<file path="src/rtl/gpio_control_mux.sv">
// gpio_control_mux
// Per-pin GPIO ownership multiplexer: each of the NUM_PINS user I/O pins picks
// one of NUM_PROJ project slots through its own SEL_W-bit select. Pin p always
// takes bit p of the chosen project. Selects outside 0..NUM_PROJ-1 park the pin
// in the safe state (oeb=1, out=0), as does reset (nrst, active-high).
//
// Build option: define GPIO_CONTROL_OUTPUT_REG_EN to register both muxed
// outputs on posedge clk (1-cycle latency). Without it the datapath is purely
// combinational and clk is unused.

module gpio_control_mux #(
    parameter int NUM_PROJ = 13,
    parameter int NUM_PINS = 38,
    parameter int SEL_W    = 4
) (
    input  logic                clk,
    input  logic                nrst,
    input  logic [NUM_PINS-1:0] io_oeb [NUM_PROJ],
    input  logic [NUM_PINS-1:0] io_out [NUM_PROJ],
    input  logic [SEL_W-1:0]    pin_0to7_sel   [8],
    input  logic [SEL_W-1:0]    pin_8to15_sel  [8],
    input  logic [SEL_W-1:0]    pin_16to23_sel [8],
    input  logic [SEL_W-1:0]    pin_24to31_sel [8],
    input  logic [SEL_W-1:0]    pin_32to37_sel [6],
    output logic [NUM_PINS-1:0] muxxed_io_oeb,
    output logic [NUM_PINS-1:0] muxxed_io_out
);

    // Safe pad state: not driven, data low.
    localparam logic [NUM_PINS-1:0] SAFE_OEB = {NUM_PINS{1'b1}};
    localparam logic [NUM_PINS-1:0] SAFE_OUT = {NUM_PINS{1'b0}};

    // Returns {oeb, out} for one pin given its select and the per-project
    // bits already restricted to this pin's bit position.
    function automatic logic [1:0] pin_pick(
        input logic [SEL_W-1:0]    sel,
        input logic [NUM_PROJ-1:0] oeb_col,
        input logic [NUM_PROJ-1:0] out_col
    );
        logic [1:0] res;
        if (sel < SEL_W'(NUM_PROJ)) begin
            res = {oeb_col[sel], out_col[sel]};
        end else begin
            res = 2'b10;
        end
        return res;
    endfunction

    logic [SEL_W-1:0]    pin_sel_s  [NUM_PINS];
    logic [NUM_PROJ-1:0] oeb_col_s  [NUM_PINS];
    logic [NUM_PROJ-1:0] out_col_s  [NUM_PINS];
    logic [NUM_PINS-1:0] mux_oeb_s;
    logic [NUM_PINS-1:0] mux_out_s;
    logic [1:0]          pick_s     [NUM_PINS];

    // Flatten the five select groups into one per-pin select table.
    always_comb begin
        for (int p = 0; p < NUM_PINS; p++) begin
            pin_sel_s[p] = {SEL_W{1'b1}};
        end
        for (int k = 0; k < 8; k++) begin
            pin_sel_s[k]      = pin_0to7_sel[k];
            pin_sel_s[8 + k]  = pin_8to15_sel[k];
            pin_sel_s[16 + k] = pin_16to23_sel[k];
            pin_sel_s[24 + k] = pin_24to31_sel[k];
        end
        for (int k = 0; k < 6; k++) begin
            pin_sel_s[32 + k] = pin_32to37_sel[k];
        end
    end

    // Transpose project buses so each pin sees only its own bit of every project.
    always_comb begin
        for (int p = 0; p < NUM_PINS; p++) begin
            oeb_col_s[p] = {NUM_PROJ{1'b1}};
            out_col_s[p] = {NUM_PROJ{1'b0}};
            for (int j = 0; j < NUM_PROJ; j++) begin
                oeb_col_s[p][j] = io_oeb[j][p];
                out_col_s[p][j] = io_out[j][p];
            end
        end
    end

    // Per-pin selection; invalid selects resolve to the safe state.
    always_comb begin
        mux_oeb_s = SAFE_OEB;
        mux_out_s = SAFE_OUT;
        for (int p = 0; p < NUM_PINS; p++) begin
            pick_s[p]    = pin_pick(pin_sel_s[p], oeb_col_s[p], out_col_s[p]);
            mux_oeb_s[p] = pick_s[p][1];
            mux_out_s[p] = pick_s[p][0];
        end
    end

`ifdef GPIO_CONTROL_OUTPUT_REG_EN

    logic [NUM_PINS-1:0] muxxed_io_oeb_d;
    logic [NUM_PINS-1:0] muxxed_io_out_d;
    logic [NUM_PINS-1:0] muxxed_io_oeb_q;
    logic [NUM_PINS-1:0] muxxed_io_out_q;

    // Next-state for the output register is simply the mux result.
    always_comb begin
        muxxed_io_oeb_d = mux_oeb_s;
        muxxed_io_out_d = mux_out_s;
    end

    // Output register; reset parks the pads until the first edge after release.
    always_ff @(posedge clk or posedge nrst) begin
        if (nrst) begin
            muxxed_io_oeb_q <= SAFE_OEB;
            muxxed_io_out_q <= SAFE_OUT;
        end else begin
            muxxed_io_oeb_q <= muxxed_io_oeb_d;
            muxxed_io_out_q <= muxxed_io_out_d;
        end
    end

    assign muxxed_io_oeb = muxxed_io_oeb_q;
    assign muxxed_io_out = muxxed_io_out_q;

`else

    // clk only matters for the registered build.
    logic unused_clk_s;
    assign unused_clk_s = clk;

    // Combinational output; reset overrides the mux without waiting for a clock.
    always_comb begin
        if (nrst) begin
            muxxed_io_oeb = SAFE_OEB;
            muxxed_io_out = SAFE_OUT;
        end else begin
            muxxed_io_oeb = mux_oeb_s;
            muxxed_io_out = mux_out_s;
        end
    end

`endif

endmodule

</file>
<file path="config.mk">
export PLATFORM = sky130hd
export DESIGN_NAME = gpio_control_mux
export DESIGN_NICKNAME = d
export VERILOG_FILES = /design/src/rtl/gpio_control_mux.sv
export SDC_FILE = /design/constraint.sdc
export NUM_CORES = 1
export LEC_CHECK = 0
export ABC_CLOCK_PERIOD_IN_PS = 2000
export CORE_AREA = 2 2 470 472
export DETAILED_ROUTE_END_ITERATION = 10
export DIE_AREA = 0 0 472 474
export PLACE_DENSITY_LB_ADDON = 0.1
export REMOVE_ABC_BUFFERS = 1
export SYNTH_ARGS = -nofsm -noshare
export SYNTH_HDL_FRONTEND = slang
export SYNTH_SLANG_ARGS = --single-unit
</file>
<file path="constraint.sdc">
create_clock -name vclk -period 2
set_input_delay 0.6 -clock vclk [all_inputs]
set_output_delay 0.6 -clock vclk [all_outputs]
set_load 0.05 [all_outputs]
</file>
# After elaboration in Yosys (flattened, before gate mapping)
# Cells that the tools add are included.
# word_totals
n_memories,0
ramBits,0
ff_bits,0
word_cells,268
rom_bits,0
output_inout_bits,76
latch_bits,0
inputBits,1142
# op_classes
mux,192
n_reduce_logical,0
n_div,0
multipliers,0
n_lt_le_gt_ge,76
n_addsub,0
bitwise,0
n_eq_ne,0
shifts,0
# ops
operator,n
1-bit binary-select mux with 4-bit select,76
"4-bit by 5-bit < comparator with 1-bit output, second input constant",38
"4-bit < comparator, second input constant",38
1-bit 2-to-1 mux,76
2-bit 2-to-1 mux,38
38-bit 2-to-1 mux,2

# Logic depth before layout (Yosys ltp)
# Gate-level depths: netlist of the first run.
# logic_depth
depth_word,4
depth_mapped,5
mapped_depth_nobuf,3

# Worst setup path after synthesis of the first run
# No wires, ideal clock.
# synth_timing
path_kind,input -> output
from,input nrst
to,output muxxed_io_out[17]
required_time_ns,1.400
path_buffers,2
setup_slack_ns,-1.014
cell_stages,5
t_arrival_ns,2.414
cell_sequence,clkbuf_1 -> inv_1 -> clkbuf_1 -> o31ai_1 -> a211oi_1
# synth_between
elab_chain_len,1
# synth_lines
item,line_no,text
start: declaration,17,"input logic nrst,"
38-bit 2-to-1 mux,130,if (nrst) begin
end: declaration,26,output logic [NUM_PINS-1:0] muxxed_io_out
# Every way passes these cells.

# Final worst setup path of the first run
# layout_timing
from,input io_oeb[454] in the netlist's numbering
to,output muxxed_io_oeb[36]
# layout_between
elab_chain_len,4
# layout_lines
item,line_no,text
start: declaration,18,"input logic [NUM_PINS-1:0] io_oeb [NUM_PROJ],"
1-bit binary-select mux with 4-bit select,42,"res = {oeb_col[sel], out_col[sel]};"
1-bit 2-to-1 mux (not written as such),42,
2-bit 2-to-1 mux,41,if (sel < SEL_W'(NUM_PROJ)) begin
38-bit 2-to-1 mux,130,
end: declaration,25,"output logic [NUM_PINS-1:0] muxxed_io_oeb,"
# Every way passes these cells. The select of a mux whose other input is x is not followed.

==> results.json, run 1 <==
{
  "share_seq_of_total_power_pct": 0,
  "internal-power_mw": 3.55,
  "initial_core_util_pct": 3.89,
  "synth_cell_types": 25,
  "period_share_pct": 136,
  "max_freq_mhz": 367,
  "share_comb_of_total_power_pct": 100.0,
  "netSwitchingPower_mw": 2.90,
  "slew_violations": 0,
  "hpwlAfterDp_um": 136000,
  "synthCells": 737,
  "hold_class": "input pin to output pin",
  "finalSetupViolCount": 76,
  "synth_area_um2": 8500,
  "worst_slack_ns": -0.727,
  "hold_end": "muxxed_io_out[1]",
  "fin_util_pct": 12.9,
  "rows": 172,
  "grt.total_usage_pct": 12.4,
  "ios": 1218,
  "p_leak_nw": 11.4,
  "port_buffers": 1217,
  "die_width_um": 472,
  "core_area_um2": 219000,
  "yosysSeqAreaShare_pct": 0,
  "regArea_um2": 0,
  "drc_errors": 0,
  "syn_avg_cell_area_um2": 11.5,
  "status": "finished with violations",
  "viasPerCell": 2.91,
  "dr.pass1.iters": 4,
  "fin_nets": 3269,
  "area_growth_pct": 231,
  "fin_hold_ws_ns": 1.64,
  "grt_antenna_before_repair": 206,
  "hold_viol": 0,
  "holdBufCountCts": 0,
  "grt_pass1_vias": 16100,
  "drt_wl_total_um": 146000,
  "hold_depth": 4,
  "worstHoldStart": "pin_0to7_sel[26]",
  "required_ns": 1.40,
  "relSlewSlack_pct": 64.2,
  "synth-warning-count": 0,
  "vias": 14700,
  "gr-total-overflow": 0,
  "fin_setup_tns_ns": -32.51,
  "violations": "negative setup slack",
  "ant_nets": 0,
  "drv_cap": 0,
  "arrival_ns": 2.13,
  "wire_per_inst_um": 28.9,
  "start_kind": "input pin",
  "tightestPinTransition_ns": 0.535,
  "globalplace.congestion": 0.930,
  "power.share.switching_pct": 44.9,
  "power_per_cell_area_nw_per_um2": 230,
  "cp_max_fo": 1,
  "crit_type": "input pin to output pin",
  "dieArea_um2": 224000,
  "pwr-share-clk_pct": 0,
  "nClkBuffers": 0,
  "grt_pass1_wl_um": 182000,
  "ir_drop_mv": 0.0557,
  "drive_above_1_share_pct": 53.5,
  "cp-end-kind": "output pin",
  "rsz0062_at_grt": "true",
  "grt_max_degree": 18,
  "die_y_um": 474,
  "layout_min_cycle_time_ns": 2.73,
  "nFlopsAndLatches": 0,
  "drt_iter0_markers": 737
}
placed cells by master (no fill, tap or decap), types with 5 or more instances in the layout:
cell type,synthesis,routed
o221ai_4,0,7
nor2_2,0,8
buf_16,0,9
or4b_1,23,20
a31oi_1,37,22
inv_2,0,29
mux4_2,226,226
buf_8,0,15
a221oi_2,1,6
nand2_2,0,12
a31oi_2,0,9
o211ai_1,46,46
clkdlybuf4s15_2,0,18
clkdlybuf4s50_1,0,52
a31oi_4,0,6
clkbuf_16,0,15
nand2b_4,0,15
o221ai_2,0,6
mux2i_1,73,24
buf_12,0,104
nand2b_1,24,9
clkdlybuf4s15_1,0,288
mux2i_2,0,19
o41ai_2,0,7
diode_2,0,59
mux2i_4,0,30
buf_2,0,154
buf_4,35,179
dlygate4sd2_1,0,396
clkbuf_2,3,105
nor2_4,0,10
o41ai_4,0,5
buf_6,3,84
nor2_1,50,32
a221oi_4,0,30
dlymetal6s2s_1,0,70
inv_1,55,21
metal layers:
| metal | vias to the layer above | wire, um | global-route usage, % |
|---|---|---|---|
| met5 | - | 598 | 0 |
| met4 | 94 | 1280 | 0.450 |
| met3 | 266 | 14900 | 5.03 |
| met2 | 1061 | 71200 | 21.9 |
| met1 | 7148 | 58100 | 14.7 |
| li1 | 6134 | - | - |
power groups by stage:
| stage | clock (mW) | combinational, mW | sequential [mW] |
|---|---|---|---|
| 5_1_grt | 0.00000194 | 6.81 | 0 |
| 3_5_place_dp | 0 | 6.46 | 0 |
| 3_3_place_gp | 0 | 6.44 | 0 |
| 6_report | 0.00000383 | 6.45 | 0 |
| 4_1_cts | 0 | 6.55 | 0 |
| 2_1_floorplan | 0 | 1.71 | 0 |
worst max path at each step:
stage / from / endpoint / slack (ns)
3_5_place_dp: pin_32to37_sel[20] / muxxed_io_out[32] / -1.86
5_1_grt: io_out[450] / muxxed_io_out[32] / -0.84
2_1_floorplan: nrst / muxxed_io_out[17] / -1.10
4_1_cts: pin_32to37_sel[20] / muxxed_io_out[32] / -0.95
3_3_place_gp: pin_32to37_sel[21] / muxxed_io_out[32] / -1.84
6_report: io_oeb[454] / muxxed_io_oeb[36] / -0.73
cell type report:
class | count | area [um^2]
Inverter | 55 | 221
Fill cell | 24900 | 191000
Tap cell | 2871 | 3590
Antenna cell | 59 | 148
Timing Repair Buffer | 1494 | 14600
Multi-Input combinational cell | 576 | 9580
cell families after synthesis:
family          share of synthesized area [%]
mux                                      68.7
buf+inv                                  8.96
compound gates                           14.5
simple gates                             7.79
what timing repair did:
| item | CTS | global route |
|---|---|---|
| pin swaps | 157 | 114 |
| resized for setup | 2337 | 526 |
| setup endpoints to repair | 76 | 76 |
| cloned | 4 | 0 |
| setup buffers | 65 | 28 |
cells in the mapped netlist (4+ instances only):
library cell	instances	area, um^2
a211oi_1	4	30.0
a221oi_1	35	307
a31oi_1	37	231
buf_4	35	263
clkbuf_1	65	244
inv_1	55	206
mux2i_1	73	731
mux4_2	226	5090
nand2_1	15	56.3
nand2b_1	24	150
nor2_1	50	188
o211ai_1	46	345
o221ai_1	15	131
o41ai_1	15	131
or4b_1	23	230
critical path, cell delays in order:
cell	delay, ns
dlygate4sd2_1	0.27
mux4_2	0.48
mux2i_1	0.17
o211ai_1	0.23
buf_4	0.23
buf_12	0.14
metrics by stage:
step           std cells  setup slack, ns  power (mW)  cell area [um^2]
5_1_grt             5023           -0.835        6.81             28000
3_5_place_dp        4970            -1.86        6.46             27000
6_report            5055           -0.727        6.45             28100
4_1_cts             4999           -0.950        6.55             27900
2_1_floorplan        631            -1.10        1.71              7940
3_3_place_gp        4970            -1.84        6.44             27000
No activity file was read; power rests on OpenSTA's default activity.
==> run 2, diff against run 1 <==
--- a/config.mk
+++ b/config.mk
@@ -5,7 +5,7 @@
 export SDC_FILE = /design/constraint.sdc
 export NUM_CORES = 1
 export LEC_CHECK = 0
-export ABC_CLOCK_PERIOD_IN_PS = 2000
+export ABC_CLOCK_PERIOD_IN_PS = 2200
 export CORE_AREA = 2 2 470 472
 export DETAILED_ROUTE_END_ITERATION = 10
 export DIE_AREA = 0 0 472 474
==> constraint.sdc (replaced) <==
create_clock -name vclk -period 2.2
set_input_delay 0.66 -clock vclk [all_inputs]
set_output_delay 0.66 -clock vclk [all_outputs]
set_load 0.05 [all_outputs]
==> run 2 against run 1 <==
Non-clock buffer count is 26 higher. Final area rose by 1.5%. The run still ends with negative setup slack left. Setup slack better by 0.077 ns. Die area unchanged. Critical path depth up 1. Power down 8.0%. Final cell count grew 0.36%. First-iteration DRC count is 8.7% lower. Core utilization grew 0.19 points. Combinational power down 7.9%.
==> results.json, run 2 (same netlist as run 1, synthesis figures left out) <==
{
  "rows": 172,
  "grt.total_usage_pct": 12.5,
  "gr-total-overflow": 0,
  "port_buffers": 1217,
  "p_leak_nw": 11.8,
  "required_ns": 1.54,
  "final_cell_area_um2": 28500,
  "cpMostUsedCell": "o211ai_1",
  "p_total_mw": 5.94,
  "relSlewSlack_pct": 64.8,
  "grt_pass1_wl_um": 184000,
  "drc_errors": 0,
  "slowest_delay_ns": 0.55,
  "vias": 14800,
  "holdBufCountCts": 0,
  "fin_setup_tns_ns": -26.69,
  "drt_wl_total_um": 147000,
  "rsz0062_at_grt": "true",
  "nFlopsAndLatches": 0,
  "grt_antenna_before_repair": 197,
  "dr.pass1.iters": 4,
  "power_per_cell_area_nw_per_um2": 208,
  "cp_num_buf_inv": 4,
  "dp.cells": 4976,
  "drt_iter0_markers": 673,
  "worst_slack_ns": -0.650,
  "finalSetupViolCount": 76,
  "worstPathCellList": "buf_8 -> buf_6 -> mux4_2 -> o211ai_1 -> o211ai_1 -> buf_4 -> buf_12",
  "ios": 1218,
  "fin_nets": 3295,
  "num-fill-cells": 24900,
  "tightestPinTransition_ns": 0.526,
  "wire_per_inst_um": 29.0,
  "grt_max_degree": 17,
  "hold_viol": 0,
  "placed_cell_area_um2": 27100,
  "final_cell_mix": "dlygate4sd2_1 (406), clkdlybuf4s15_1 (262), mux4_2 (226), buf_4 (183), clkbuf_2 (136)",
  "hold_class": "input pin to output pin",
  "regArea_um2": 0,
  "slew_violations": 0,
  "path_delay_family": "buffers and inverters",
  "status": "finished with violations",
  "cp_max_fo": 4,
  "critPathSlowestCell": "mux4_2",
  "drv_cap": 0,
  "viasPerCell": 2.91,
  "ant_nets": 0,
  "area_growth_pct": 236,
  "violations": "negative setup slack",
  "globalplace.congestion": 0.924,
  "hpwlAfterDp_um": 136000,
  "die_width_um": 472,
  "start_kind": "input pin",
  "die_y_um": 474,
  "drive_above_1_share_pct": 53.7,
  "crit_type": "input pin to output pin",
  "period_share_pct": 130,
  "final_common_cell": "dlygate4sd2_1",
  "cp-end-kind": "output pin",
  "max_freq_mhz": 351,
  "ir_drop_mv": 0.0628,
  "nClkBuffers": 0,
  "core_area_um2": 219000,
  "grt_pass1_vias": 16400,
  "final_cells": 5073,
  "initial_core_util_pct": 3.89,
  "arrival_ns": 2.19,
  "dieArea_um2": 224000,
  "layout_min_cycle_time_ns": 2.85
}
-- run 2: path summary, 6_finish.rpt --
| path | start | slack [ns] | end | depth (start not counted) |
|---|---|---|---|---|
| min | pin_0to7_sel[10] | 1.80 | muxxed_io_out[5] | 4 |
| max | pin_32to37_sel[4] | -0.65 | muxxed_io_oeb[36] | 7 |
-- run 2: through the flow --
| step | hold slack, ns | util (%) | setup WS [ns] |
|---|---|---|---|
| 3_5_place_dp | 2.07 | 12.4 | -1.81 |
| 5_1_grt | 1.82 | 13.0 | -0.720 |
| 6_report | 1.80 | 13.0 | -0.650 |
| 3_3_place_gp | 2.06 | 12.4 | -1.81 |
| 4_1_cts | 1.90 | 12.9 | -0.749 |
| 2_1_floorplan | 1.50 | - | -1.02 |
-- run 2: layout make-up --
cell class / instances / area (um^2) / area share (%)
Timing Repair Buffer: 1520 / 15000 / 52.5
Multi-Input combinational cell: 576 / 9590 / 33.6
Tap cell: 2871 / 3590 / 12.6
Inverter: 55 / 219 / 0.768
Antenna cell: 51 / 128 / 0.448
-- run 2: power breakdown --
group	internal (mW)	switching (mW)	total, mW
Combinational	3.29	2.65	5.94
Clock	0.00000313	0	0.00000313
Sequential	0	0	0
Total	3.29	2.65	5.94
-- run 2: routing by layer --
metal	vias up	global-route usage (%)	share of wire, %
met3	250	4.72	9.8
met2	1031	22.2	49
met4	84	0.340	1.1
li1	6174	-	-
met1	7244	14.9	40
met5	-	0	0.37
-- run 2: tightest hold or removal path, delay by kind of cell --
family          cells  cell delay (ns)
compound gates      1             0.08
buf+inv             3             0.38
-- run 2: timing repair --
item,CTS,global route
endpoints found under the setup margin,76,76
cloned,2,1
gates resized for setup,2180,632
pin swaps,157,116
buffers inserted,80,31
